===== config.mk =====
export PLATFORM = sky130hd
export DESIGN_NAME = fork_join_scheduler
export DESIGN_NICKNAME = d
export VERILOG_FILES = /design/src/rtl/fork_join_scheduler.sv
export SDC_FILE = /design/constraint.sdc
export NUM_CORES = 1
export LEC_CHECK = 0
export CAP_MARGIN = 0
export CORE_MARGIN = 2
export CORE_UTILIZATION = 56
export CTS_CLUSTER_SIZE = 12
export DETAILED_ROUTE_END_ITERATION = 7
export PLACE_DENSITY = 0.89
export SLEW_MARGIN = 5
export SYNTH_ARGS = -nofsm -noshare
export SYNTH_HDL_FRONTEND = slang
export SYNTH_SLANG_ARGS = --single-unit

===== constraint.sdc =====
create_clock -name clk -period 4.3 [get_ports clk]
set_clock_uncertainty 0.05 [all_clocks]
set_input_delay 1.075 -clock clk [delete_from_list [all_inputs] [get_ports clk]]
set_output_delay 1.075 -clock clk [all_outputs]
set_load 0.05 [all_outputs]

===== src/rtl/fork_join_scheduler.sv =====
// ============================================================================
// Module   : fork_join_scheduler
// Purpose  : Launches timed jobs on a subset of parallel channels and reports
//            the join in ALL / ANY / NONE fashion. Optional kill: FJS_KILL_EN.
// Revision : 1.0 - initial release
// ============================================================================
`default_nettype none

module fork_join_scheduler #(
    parameter int NUM_CH = 4,
    parameter int CNT_W  = 8
) (
    input  logic                    clk,
    input  logic                    rst_n,
    input  logic                    start,
    input  logic [NUM_CH-1:0]       ch_mask,
    input  logic [NUM_CH*CNT_W-1:0] dur,
    input  logic [1:0]              join_mode,
`ifdef FJS_KILL_EN
    input  logic                    kill,
`endif
    output logic                    ready,
    output logic [NUM_CH-1:0]       ch_active,
    output logic [NUM_CH-1:0]       ch_done,
    output logic                    join_done,
    output logic                    collide
);

    localparam logic [0:0] c_IDLE      = 1'b0;
    localparam logic [0:0] c_RUN       = 1'b1;
    localparam logic [1:0] c_JOIN_ANY  = 2'd1;
    localparam logic [1:0] c_JOIN_NONE = 2'd2;

    logic [0:0]        r_state;
    logic [1:0]        r_mode;
    logic [NUM_CH-1:0] r_join_set;
    logic [NUM_CH-1:0] r_active;
    logic [NUM_CH-1:0] r_done;
    logic              r_join;
    logic              r_collide;
    logic [CNT_W-1:0]  r_cnt [NUM_CH];

    logic              w_kill;
    logic              w_accept;
    logic [NUM_CH-1:0] w_launch;
    logic [NUM_CH-1:0] w_fin;
    logic              w_coll;
    logic              w_join_hit;

`ifdef FJS_KILL_EN
    assign w_kill = kill;
`else
    assign w_kill = 1'b0;
`endif

    assign w_accept = start && (r_state == c_IDLE) && !w_kill;
    assign w_launch = w_accept ? (ch_mask & ~r_active) : '0;
    assign w_coll   = w_accept && (|(ch_mask & r_active));

    // Any mode other than ANY/NONE (including the reserved code) joins on ALL.
    always_comb begin
        w_join_hit = 1'b0;
        if (r_state == c_RUN) begin
            if ((r_mode == c_JOIN_NONE) || (r_join_set == '0))
                w_join_hit = 1'b1;
            else if (r_mode == c_JOIN_ANY)
                w_join_hit = |(r_join_set & w_fin);
            else
                w_join_hit = ((r_join_set & ~w_fin) == '0);
        end
    end

    generate
        for (genvar i = 0; i < NUM_CH; i++) begin : g_ch
            logic [CNT_W-1:0] w_dur;
            assign w_dur    = dur[i*CNT_W +: CNT_W];
            assign w_fin[i] = r_active[i] && (r_cnt[i] == CNT_W'(1));

            always_ff @(posedge clk or negedge rst_n) begin
                if (!rst_n) begin
                    r_cnt[i] <= '0;
                end else if (w_kill) begin
                    r_cnt[i] <= '0;
                end else if (w_launch[i]) begin
                    r_cnt[i] <= (w_dur == '0) ? CNT_W'(1) : w_dur;
                end else if (r_active[i]) begin
                    r_cnt[i] <= r_cnt[i] - CNT_W'(1);
                end
            end
        end
    endgenerate

    always_ff @(posedge clk or negedge rst_n) begin
        if (!rst_n) begin
            r_state    <= c_IDLE;
            r_mode     <= '0;
            r_join_set <= '0;
            r_active   <= '0;
            r_done     <= '0;
            r_join     <= 1'b0;
            r_collide  <= 1'b0;
        end else if (w_kill) begin
            r_state    <= c_IDLE;
            r_join_set <= '0;
            r_active   <= '0;
            r_done     <= '0;
            r_join     <= 1'b0;
            r_collide  <= 1'b0;
        end else begin
            r_active  <= (r_active & ~w_fin) | w_launch;
            r_done    <= w_fin;
            r_join    <= w_join_hit;
            r_collide <= w_coll;
            if (w_accept) begin
                r_state    <= c_RUN;
                r_mode     <= join_mode;
                r_join_set <= ch_mask & ~r_active;
            end else if (w_join_hit) begin
                r_state    <= c_IDLE;
                r_join_set <= '0;
            end else begin
                r_join_set <= r_join_set & ~w_fin;
            end
        end
    end

    assign ready     = (r_state == c_IDLE);
    assign ch_active = r_active;
    assign ch_done   = r_done;
    assign join_done = r_join;
    assign collide   = r_collide;

endmodule

`default_nettype wire


==> results of run 1 <==
## worst max-delay path: cells and delay by family
family	cells	cell delay (ns)
AO/OA/AOI/OAI	2	0.50
AND/OR/NAND/NOR	2	1.24
buffers and inverters	1	0.48
## per-stage QoR
step	cell area [um2]	hold WS (ns)	setup WS, ns
floorplan	2740	0.436	1.99
global placement	3290	0.447	0.892
detailed placement	3290	0.459	0.834
CTS	3390	0.479	1.14
global route	3390	0.510	0.986
finish	3390	0.483	1.15
## layer usage
| metal | routed length (um) | up-vias |
|---|---|---|
| li1 | - | 1205 |
| met1 | 2900 | 1216 |
| met2 | 3050 | 85 |
| met3 | 307 | 13 |
| met4 | 116 | 0 |
| met5 | 0 | - |
## cells by family (layout without fill, tap and decap cells)
kind of cell | Yosys count | count (layout) | share of synthesized area, %
xor gates and xnor gates | 4 | 4 | 1.28
muxes | 8 | 8 | 3.11
adders and majority gates | 8 | 8 | 3.66
AOI/OAI and AO/OA | 84 | 84 | 19.4
DFF | 49 | 49 | 44.8
and+or+nand+nor | 129 | 129 | 24.0
buffers and inverters | 26 | 75 | 3.71
## power by group through the flow
| stage | logic, mW | clock network [mW] | registers (mW) |
|---|---|---|---|
| detailed placement | 0.517 | 0 | 0.779 |
| CTS | 0.521 | 0.311 | 0.773 |
| global placement | 0.485 | 0 | 0.769 |
| finish | 0.518 | 0.304 | 0.778 |
| floorplan | 0.379 | 0 | 0.743 |
| global route | 0.600 | 0.331 | 0.805 |
## cell type report
type | count | area (um2) | area share, %
Timing Repair Buffer | 53 | 520 | 15.3
Multi-Input combinational cell | 233 | 1410 | 41.5
Clock buffer | 7 | 96.3 | 2.84
Inverter | 14 | 52.6 | 1.55
Sequential cell | 49 | 1230 | 36.1
Clock inverter | 1 | 5.00 | 0.148
Tap cell | 67 | 83.8 | 2.47
## cells in the final DEF, fill, tap and decap left out, types with 8 or more instances in the layout
cell	instances
inv_1	14
o22ai_1	10
nor2_1	45
clkdlybuf4s50_1	50
nand2_1	25
ha_1	8
dfrtp_1	49
a21oi_1	41
## cells in the mapped netlist, drive strengths merged, types with 2 or more instances
| cell type | count |
|---|---|
| a211oi | 3 |
| mux2 | 4 |
| nand3 | 9 |
| a21oi | 41 |
| nor4bb | 3 |
| nor4 | 6 |
| o221a | 3 |
| xnor2 | 3 |
| nand2 | 25 |
| o32a | 2 |
| mux2i | 4 |
| nor2b | 2 |
| a211o | 2 |
| nor3 | 5 |
| ha | 8 |
| inv | 14 |
| a311oi | 2 |
| dfrtp | 49 |
| and3 | 7 |
| o221ai | 2 |
| o21a | 2 |
| o22ai | 10 |
| nand4 | 5 |
| nor2 | 45 |
| or2 | 6 |
| or4 | 5 |
| nand2b | 4 |
| or3 | 5 |
| and2 | 2 |
| clkbuf | 7 |
| buf | 5 |
| a21bo | 2 |
| a22oi | 2 |
| o21ai | 9 |
## registers in the layout, indices dropped and copies added (netlist names)
signal	count
join_done	1
r_join_set	4
r_mode	2
r_cnt	32
collide	1
ch_done	4
ch_active	4
r_state	1
## worst min-delay path by stage
stage	from	end	slack, ns	cells past startpoint
after global placement	r_mode[1]$_DFFE_PN0P_	r_mode[1]$_DFFE_PN0P_	0.45	1
after CTS	r_cnt[15]$_DFFE_PN0P_	r_cnt[15]$_DFFE_PN0P_	0.48	1
after floorplan	r_cnt[15]$_DFFE_PN0P_	r_cnt[15]$_DFFE_PN0P_	0.44	1
final	r_cnt[15]$_DFFE_PN0P_	r_cnt[15]$_DFFE_PN0P_	0.48	1
after global routing	r_mode[1]$_DFFE_PN0P_	r_mode[1]$_DFFE_PN0P_	0.51	1
after detailed placement	r_cnt[15]$_DFFE_PN0P_	r_cnt[15]$_DFFE_PN0P_	0.46	1
==> impl_results.html, run 1 <==
<table>
<tr><th>Metric</th><th>Value</th></tr>
<tr><th colspan="2">Outcome</th></tr>
<tr><td>Result of the run</td><td>finished, final reports clean</td></tr>
<tr><th colspan="2">Detailed routing</th></tr>
<tr><td>Avg WL per Cell</td><td>around 15 um</td></tr>
<tr><td>Total detailed-routing wirelength</td><td>about 6400 um</td></tr>
<tr><td>Total iterations of the first detailed-routing run</td><td>5</td></tr>
<tr><td>Post-route antenna net violation count</td><td>0</td></tr>
<tr><td>Via count</td><td>between 2,000 and 3,000</td></tr>
<tr><td>DRC viols</td><td>0</td></tr>
<tr><td>Detail-routed via count per cell</td><td>around 5.9</td></tr>
<tr><td>Initial DRC Count</td><td>between 100 and 150</td></tr>
<tr><th colspan="2">Pwr</th></tr>
<tr><td>Combinational Power Share</td><td>between 30% and 40%</td></tr>
<tr><td>Switching power as a share of total power</td><td>36.3%</td></tr>
<tr><td>Leakage component of the power</td><td>between 1 and 1.5 nW</td></tr>
<tr><td>Overall power after layout</td><td>roughly 1.6 mW</td></tr>
<tr><td>Design internal power</td><td>approximately 1.0 mW</td></tr>
<tr><td>Share of power burned in registers</td><td>around 49%</td></tr>
<tr><td>Switching power</td><td>approximately 580 uW</td></tr>
<tr><td>Clock share of power</td><td>19.0%</td></tr>
<tr><td>Power density of the placed cells</td><td>roughly 470 mW/mm2</td></tr>
<tr><td>Worst IR drop on VDD</td><td>approximately 0.23 mV</td></tr>
<tr><th colspan="2">Logic synthesis</th></tr>
<tr><td>Mapped Cells</td><td>308</td></tr>
<tr><td>YS warnings</td><td>0</td></tr>
<tr><td>Area share of the largest cell type after synthesis</td><td>about 45%</td></tr>
<tr><td>Distinct cell type count of the synthesized netlist</td><td>between 40 and 50</td></tr>
<tr><td>Post-synthesis area per instance</td><td>approximately 8.9 um2</td></tr>
<tr><td>Synthesized netlist net count</td><td>between 300 and 400</td></tr>
<tr><td>Async set or reset register ratio after synthesis</td><td>100%</td></tr>
<tr><td>Sequential share of the synthesized area</td><td>44.8%</td></tr>
<tr><td>Biggest area consumer among synthesized cells</td><td>dfrtp_1</td></tr>
<tr><td>Top area cells in the synthesized netlist</td><td>dfrtp_1 45%, a21oi_1 7.5%, nor2_1 6.2%, ha_1 3.7%, nand2_1 3.4%</td></tr>
<tr><td>Flop and latch count out of synthesis</td><td>49</td></tr>
<tr><td>Post-synth EDFFs</td><td>0</td></tr>
<tr><td>Cell area after technology mapping</td><td>approximately 0.0027 mm2</td></tr>
<tr><td>Post-synth top flop</td><td>dfrtp_1</td></tr>
<tr><th colspan="2">GRT</th></tr>
<tr><td>Initial antenna violation count</td><td>0</td></tr>
<tr><td>Global-route total usage across every layer</td><td>between 20% and 30%</td></tr>
<tr><td>Gr ovfl total</td><td>0</td></tr>
<tr><td>Vias in the first global route</td><td>2,403</td></tr>
<tr><td>Met1 capacity usage during global routing</td><td>between 30% and 40%</td></tr>
<tr><td>Routing usage on met2</td><td>41.6%</td></tr>
<tr><td>Largest net degree at the start of global routing</td><td>50</td></tr>
<tr><td>Global-route wire length before repair</td><td>~11,000 um</td></tr>
<tr><td>Met3 usage in global routing</td><td>5.49%</td></tr>
<tr><td>Peak-usage layer in the global routing report</td><td>met2</td></tr>
<tr><th colspan="2">Timing</th></tr>
<tr><td>Final hold violations</td><td>0</td></tr>
<tr><td>Final worst path period need</td><td>3.15 ns</td></tr>
<tr><td>Share of the cycle needed by the critical path after routing</td><td>between 70% and 80%</td></tr>
<tr><td>Pin slew with the least headroom to its limit</td><td>between 1 and 1.5 ns</td></tr>
<tr><td>Sum Neg Setup Slack</td><td>0 ns</td></tr>
<tr><td>RSZ-0062 raised after global routing</td><td>no</td></tr>
<tr><td>Final setup vio count</td><td>0</td></tr>
<tr><td>Fmax</td><td>approximately 320 MHz</td></tr>
<tr><td>Worst-case headroom to the max-slew limit</td><td>between 20% and 30%</td></tr>
<tr><td>Max Slew Vio Count</td><td>0</td></tr>
<tr><th colspan="2">Die</th></tr>
<tr><td>Effective utilization at floorplan</td><td>just under 60%</td></tr>
<tr><td>Die height</td><td>~74 um</td></tr>
<tr><td>Floorplan core area</td><td>~0.0047 mm2</td></tr>
<tr><td>Site Rows</td><td>25</td></tr>
<tr><td>Ports placed on the boundary</td><td>52</td></tr>
<tr><td>Area of the die</td><td>around 0.0055 mm2</td></tr>
<tr><td>Die X</td><td>73.9 um</td></tr>
<tr><th colspan="2">Placement</th></tr>
<tr><td>Count of input and output buffers</td><td>51</td></tr>
<tr><td>GP Congestion</td><td>about 0.88</td></tr>
<tr><td>Placed Instances</td><td>approximately 420</td></tr>
<tr><td>HPWL Detailed</td><td>approximately 4500 um</td></tr>
<tr><th colspan="2">Worst hold path</th></tr>
<tr><td>Class of the worst hold path</td><td>flop to flop</td></tr>
<tr><th colspan="2">Job</th></tr>
<tr><td>Max-capacitance violation count</td><td>0</td></tr>
<tr><th colspan="2">Clocking</th></tr>
<tr><td>Number of H-tree levels</td><td>2</td></tr>
<tr><td>Worst-skew pair later-pin latency</td><td>about 0.3 ns</td></tr>
<tr><td>Hold-fix buffer count after cts</td><td>0</td></tr>
<tr><td>Clock sinks</td><td>49</td></tr>
<tr><td>Clock tree from TritonCTS</td><td>done</td></tr>
<tr><td>Clock root buffer</td><td>clkbuf_8</td></tr>
<tr><td>Setup fix buffers added after clock tree synthesis</td><td>0</td></tr>
<tr><td>Post-cts sizing count</td><td>0</td></tr>
<tr><td>Maximum number of buffers from clock root to sink</td><td>2</td></tr>
<tr><td>Register clock-pin slew on the reported worst setup and hold paths</td><td>around 0.090 ns</td></tr>
<tr><td>TritonCTS buffer count</td><td>5</td></tr>
<tr><th colspan="2">Critical path</th></tr>
<tr><td>Required time of the worst setup path</td><td>around 4.5 ns</td></tr>
<tr><td>Arrival @ worst endpoint</td><td>around 3.3 ns</td></tr>
<tr><td>Element type at the critical path start</td><td>input pin</td></tr>
<tr><td>Kind of end point of the critical path</td><td>flop</td></tr>
<tr><td>Slack of the worst reg-to-reg path</td><td>between 1.5 and 2 ns</td></tr>
<tr><td>Library cell contributing the largest single delay on the critical path</td><td>nor2b_1</td></tr>
<tr><td>Max FO, Critical Path</td><td>14</td></tr>
<tr><td>Critical path start-end classification</td><td>input pin to flop</td></tr>
<tr><td>CP Launch Point</td><td>start</td></tr>
<tr><td>Max stage delay on crit path</td><td>just under 0.8 ns</td></tr>
<tr><td>Sequence of cells on the critical path</td><td>clkdlybuf4s50_1, nor2b_1, nand2_1, o32a_1, o21a_1</td></tr>
<tr><td>R2r startpoint</td><td>r_state$_DFFE_PN0P_</td></tr>
<tr><td>Critical path endpoint</td><td>r_cnt[15]$_DFFE_PN0P_</td></tr>
<tr><td>Worst r2r dst</td><td>r_cnt[15]$_DFFE_PN0P_</td></tr>
<tr><td>Register-to-Register Path Depth</td><td>4</td></tr>
<tr><th colspan="2">Cells and area</th></tr>
<tr><td>Final core utilization</td><td>71.8%</td></tr>
<tr><td>Final net count</td><td>~410</td></tr>
<tr><td>N_diodes</td><td>0</td></tr>
<tr><td>Ratio of cells with drive above 1 in the final layout</td><td>7.56%</td></tr>
<tr><td>Fill cells</td><td>365</td></tr>
<tr><td>Layout Cells excl Fill</td><td>424</td></tr>
<tr><td>Area growth from synthesis to final layout</td><td>24.0%</td></tr>
</table>
(Power assumes the default switching activity.)
==> run 2, diff against run 1 <==
--- a/config.mk
+++ b/config.mk
@@ -7,10 +7,10 @@
 export LEC_CHECK = 0
 export CAP_MARGIN = 0
 export CORE_MARGIN = 2
-export CORE_UTILIZATION = 56
+export CORE_UTILIZATION = 52
 export CTS_CLUSTER_SIZE = 12
 export DETAILED_ROUTE_END_ITERATION = 7
-export PLACE_DENSITY = 0.89
+export PLACE_DENSITY = 0.84
 export SLEW_MARGIN = 5
 export SYNTH_ARGS = -nofsm -noshare
 export SYNTH_HDL_FRONTEND = slang
==> constraint.sdc (replaced) <==
create_clock -name clk -period 3 [get_ports clk]
set_clock_uncertainty 0.05 [all_clocks]
set_input_delay 0.75 -clock clk [delete_from_list [all_inputs] [get_ports clk]]
set_output_delay 0.75 -clock clk [all_outputs]
set_load 0.05 [all_outputs]
==> run 2 against run 1 <==
Against the previous run: sequential power rose by 43%; wire length increased by 0.71%; critical path depth fell by 3; highest routed layer unchanged; total power is 47% higher; cell area grew 1.7%; setup slack lost 0.66 ns; via count decreased by 0.40%; critical endpoint is now ready; largest cell class unchanged; first-iteration DRC count grew 17%; global-route usage decreased by 2.7 points; clock-buffer cell count stayed put.
==> impl_results.html, run 2 (synthesis gave the netlist of run 1 again) <==
<table>
<tr><th>Metric</th><th>Value</th></tr>
<tr><th colspan="2">Job</th></tr>
<tr><td>Max-capacitance violation count</td><td>0 (unchanged)</td></tr>
<tr><th colspan="2">Timing</th></tr>
<tr><td>RSZ-0062 raised after global routing</td><td>no</td></tr>
<tr><td>Minimum hold slack</td><td>0.337 ns (-0.145 ns)</td></tr>
<tr><td>Sum Neg Setup Slack</td><td>0 ns (unchanged)</td></tr>
<tr><td>Final worst path period need</td><td>2.51 ns</td></tr>
<tr><td>Pin slew with the least headroom to its limit</td><td>0.634 ns (-0.439 ns)</td></tr>
<tr><td>Worst-case headroom to the max-slew limit</td><td>57.3% (+29 points)</td></tr>
<tr><td>Worst setup slack after layout</td><td>0.494 ns (-0.656 ns)</td></tr>
<tr><td>Max Slew Vio Count</td><td>0 (unchanged)</td></tr>
<tr><td>Final setup vio count</td><td>0 (unchanged)</td></tr>
<tr><td>Fmax</td><td>399 MHz</td></tr>
<tr><td>Final hold violations</td><td>0 (unchanged)</td></tr>
<tr><td>Share of the cycle needed by the critical path after routing</td><td>roughly 84%</td></tr>
<tr><th colspan="2">Cells and area</th></tr>
<tr><td>Top register by number of flip-flops</td><td>r_cnt</td></tr>
<tr><td>Post-route cell area</td><td>0.00345 mm2 (+1.7%)</td></tr>
<tr><td>Footprint of the multi-input gates</td><td>0.00141 mm2 (unchanged)</td></tr>
<tr><td>Commonest non-fill, non-tap cell in the layout</td><td>clkdlybuf4s50_1</td></tr>
<tr><td>Final net count</td><td>410 (+1.2%)</td></tr>
<tr><td>Fill cells</td><td>427 (+17%)</td></tr>
<tr><td>N_diodes</td><td>0 (unchanged)</td></tr>
<tr><td>Most frequent cells in the layout</td><td>50 x clkdlybuf4s50_1, 49 x dfrtp_1, 45 x nor2_1</td></tr>
<tr><td>Final core utilization</td><td>67.5% (-4.3 points)</td></tr>
<tr><td>Layout Cells excl Fill</td><td>432 (+1.9%)</td></tr>
<tr><td>FF+latch area</td><td>0.00123 mm2 (unchanged)</td></tr>
<tr><td>Number of flip-flops under the largest register name</td><td>32 (unchanged)</td></tr>
<tr><td>Ratio of cells with drive above 1 in the final layout</td><td>8.56% (+1.0 points)</td></tr>
<tr><td>Area growth from synthesis to final layout</td><td>26.1%</td></tr>
<tr><th colspan="2">Die</th></tr>
<tr><td>Die X</td><td>76.5 um (+3.6%)</td></tr>
<tr><td>Ports placed on the boundary</td><td>52 (unchanged)</td></tr>
<tr><td>Area of the die</td><td>0.00586 mm2 (+7.3%)</td></tr>
<tr><td>Effective utilization at floorplan</td><td>53.6% (-4.4 points)</td></tr>
<tr><td>Site Rows</td><td>26 (+4.0%)</td></tr>
<tr><td>Floorplan core area</td><td>0.00511 mm2 (+8.1%)</td></tr>
<tr><td>Die height</td><td>76.5 um (+3.6%)</td></tr>
<tr><th colspan="2">Detailed routing</th></tr>
<tr><td>Total detailed-routing wirelength</td><td>6420 um (+0.71%)</td></tr>
<tr><td>Post-route antenna net violation count</td><td>0 (unchanged)</td></tr>
<tr><td>Total iterations of the first detailed-routing run</td><td>5 (unchanged)</td></tr>
<tr><td>Avg WL per Cell</td><td>14.9 um (-1.2%)</td></tr>
<tr><td>Routed metal-1 wire length</td><td>2970 um (+2.3%)</td></tr>
<tr><td>Routed met3 length</td><td>262 um (-15%)</td></tr>
<tr><td>Via count</td><td>2,509 (-0.40%)</td></tr>
<tr><td>Routed length on met2</td><td>3100 um (+1.6%)</td></tr>
<tr><td>DRC viols</td><td>0 (unchanged)</td></tr>
<tr><td>Detail-routed via count per cell</td><td>5.81 (-2.2%)</td></tr>
<tr><td>Highest routed layer</td><td>met4</td></tr>
<tr><td>Initial DRC Count</td><td>175 (+17%)</td></tr>
<tr><th colspan="2">GRT</th></tr>
<tr><td>Gr ovfl total</td><td>0 (unchanged)</td></tr>
<tr><td>Initial antenna violation count</td><td>0 (unchanged)</td></tr>
<tr><td>Global-route total usage across every layer</td><td>23.0% (-2.7 points)</td></tr>
<tr><td>Vias in the first global route</td><td>2,418 (+0.62%)</td></tr>
<tr><td>Global-route wire length before repair</td><td>11,000 um (+1.4%)</td></tr>
<tr><td>Largest net degree at the start of global routing</td><td>29 (-42%)</td></tr>
<tr><th colspan="2">Clocking</th></tr>
<tr><td>Clock tree from TritonCTS</td><td>done</td></tr>
<tr><td>Hold-fix buffer count after cts</td><td>0 (unchanged)</td></tr>
<tr><td>Maximum number of buffers from clock root to sink</td><td>2 (unchanged)</td></tr>
<tr><td>Register clock-pin slew on the reported worst setup and hold paths</td><td>0.10 ns (about the same)</td></tr>
<tr><td>Clock root buffer</td><td>clkbuf_8</td></tr>
<tr><td>Worst-skew pair later-pin latency</td><td>0.31 ns (about the same)</td></tr>
<tr><td>Number of H-tree levels</td><td>2 (unchanged)</td></tr>
<tr><td>Setup fix buffers added after clock tree synthesis</td><td>0 (unchanged)</td></tr>
<tr><td>Clock sinks</td><td>49 (unchanged)</td></tr>
<tr><td>TritonCTS buffer count</td><td>5 (unchanged)</td></tr>
<tr><td>Post-cts sizing count</td><td>0 (unchanged)</td></tr>
<tr><th colspan="2">Critical path</th></tr>
<tr><td>Element type at the critical path start</td><td>flop</td></tr>
<tr><td>Max FO, Critical Path</td><td>5 (-9)</td></tr>
<tr><td>Kind of end point of the critical path</td><td>output pin</td></tr>
<tr><td>Arrival @ worst endpoint</td><td>1.71 ns (-1.60 ns)</td></tr>
<tr><td>Critical path start-end classification</td><td>flop to output pin</td></tr>
<tr><td>Required time of the worst setup path</td><td>2.20 ns (-2.26 ns)</td></tr>
<tr><th colspan="2">Placement</th></tr>
<tr><td>Post-place instance area</td><td>0.00333 mm2 (+1.3%)</td></tr>
<tr><td>HPWL Detailed</td><td>4670 um (+2.7%)</td></tr>
<tr><td>GP Congestion</td><td>0.868 (-1.9%)</td></tr>
<tr><td>Worst slack after detailed placement</td><td>0.457 ns (-0.377 ns)</td></tr>
<tr><td>Placed Instances</td><td>424 (+1.9%)</td></tr>
<tr><td>Count of input and output buffers</td><td>51 (unchanged)</td></tr>
<tr><th colspan="2">Pwr</th></tr>
<tr><td>Leakage component of the power</td><td>1.49 nW (+1.7%)</td></tr>
<tr><td>Worst IR drop on VDD</td><td>0.419 mV (+85%)</td></tr>
<tr><td>Power density of the placed cells</td><td>680 mW/mm2 (+44%)</td></tr>
<tr><td>Overall power after layout</td><td>2.34 mW (+47%)</td></tr>
<tr><th colspan="2">Outcome</th></tr>
<tr><td>Result of the run</td><td>finished, final reports clean</td></tr>
<tr><th colspan="2">Worst hold path</th></tr>
<tr><td>Class of the worst hold path</td><td>input pin to async pin</td></tr>
</table>
[run 2: cell count changes in the layout (fill, tap and decap cells not counted), sizes merged]
cell / change
buf: +5
bufinv: +1
clkinv: -1
[run 2: power breakdown]
group	internal (mW)	switching, mW	leakage, nW
Combinational	0.375	0.360	0.880
Sequential	0.877	0.234	0.554
Clock	0.272	0.227	0.0585
[run 2: final cells by class]
type / count / area share (%)
Clock buffer: 7 / 2.50
Clock inverter: 1 / 0.871
Inverter: 14 / 1.52
Multi-Input combinational cell: 233 / 40.8
Sequential cell: 49 / 35.6
Tap cell: 70 / 2.54
Timing Repair Buffer: 58 / 16.2
[run 2: critical path, stage by stage (launching register included)]
cell	delay, ns
dfrtp_1	0.44
inv_1	0.13
clkdlybuf4s50_1	0.82
[run 2: final timing paths]
kind,startpoint,to,slack (ns),cells past startpoint
max in group asynchronous,rst_n,r_join_set[0]$_DFF_PN0_,1.82,2
min in group clk,r_mode[1]$_DFFE_PN0P_,r_mode[1]$_DFFE_PN0P_,0.48,1
min reg2reg,r_mode[1]$_DFFE_PN0P_,r_mode[1]$_DFFE_PN0P_,0.48,1
min,rst_n,r_cnt[21]$_DFFE_PN0P_,0.34,1
max reg2reg,r_cnt[26]$_DFFE_PN0P_,r_join_set[2]$_DFF_PN0_,1.02,5
max,r_state$_DFFE_PN0P_,ready,0.49,2
[run 2: per-layer routing]
metal	vias up	global-route usage (%)
met5	-	0
met4	0	7.64
met3	9	4.74
met2	67	38.3
met1	1217	30.2
li1	1216	-
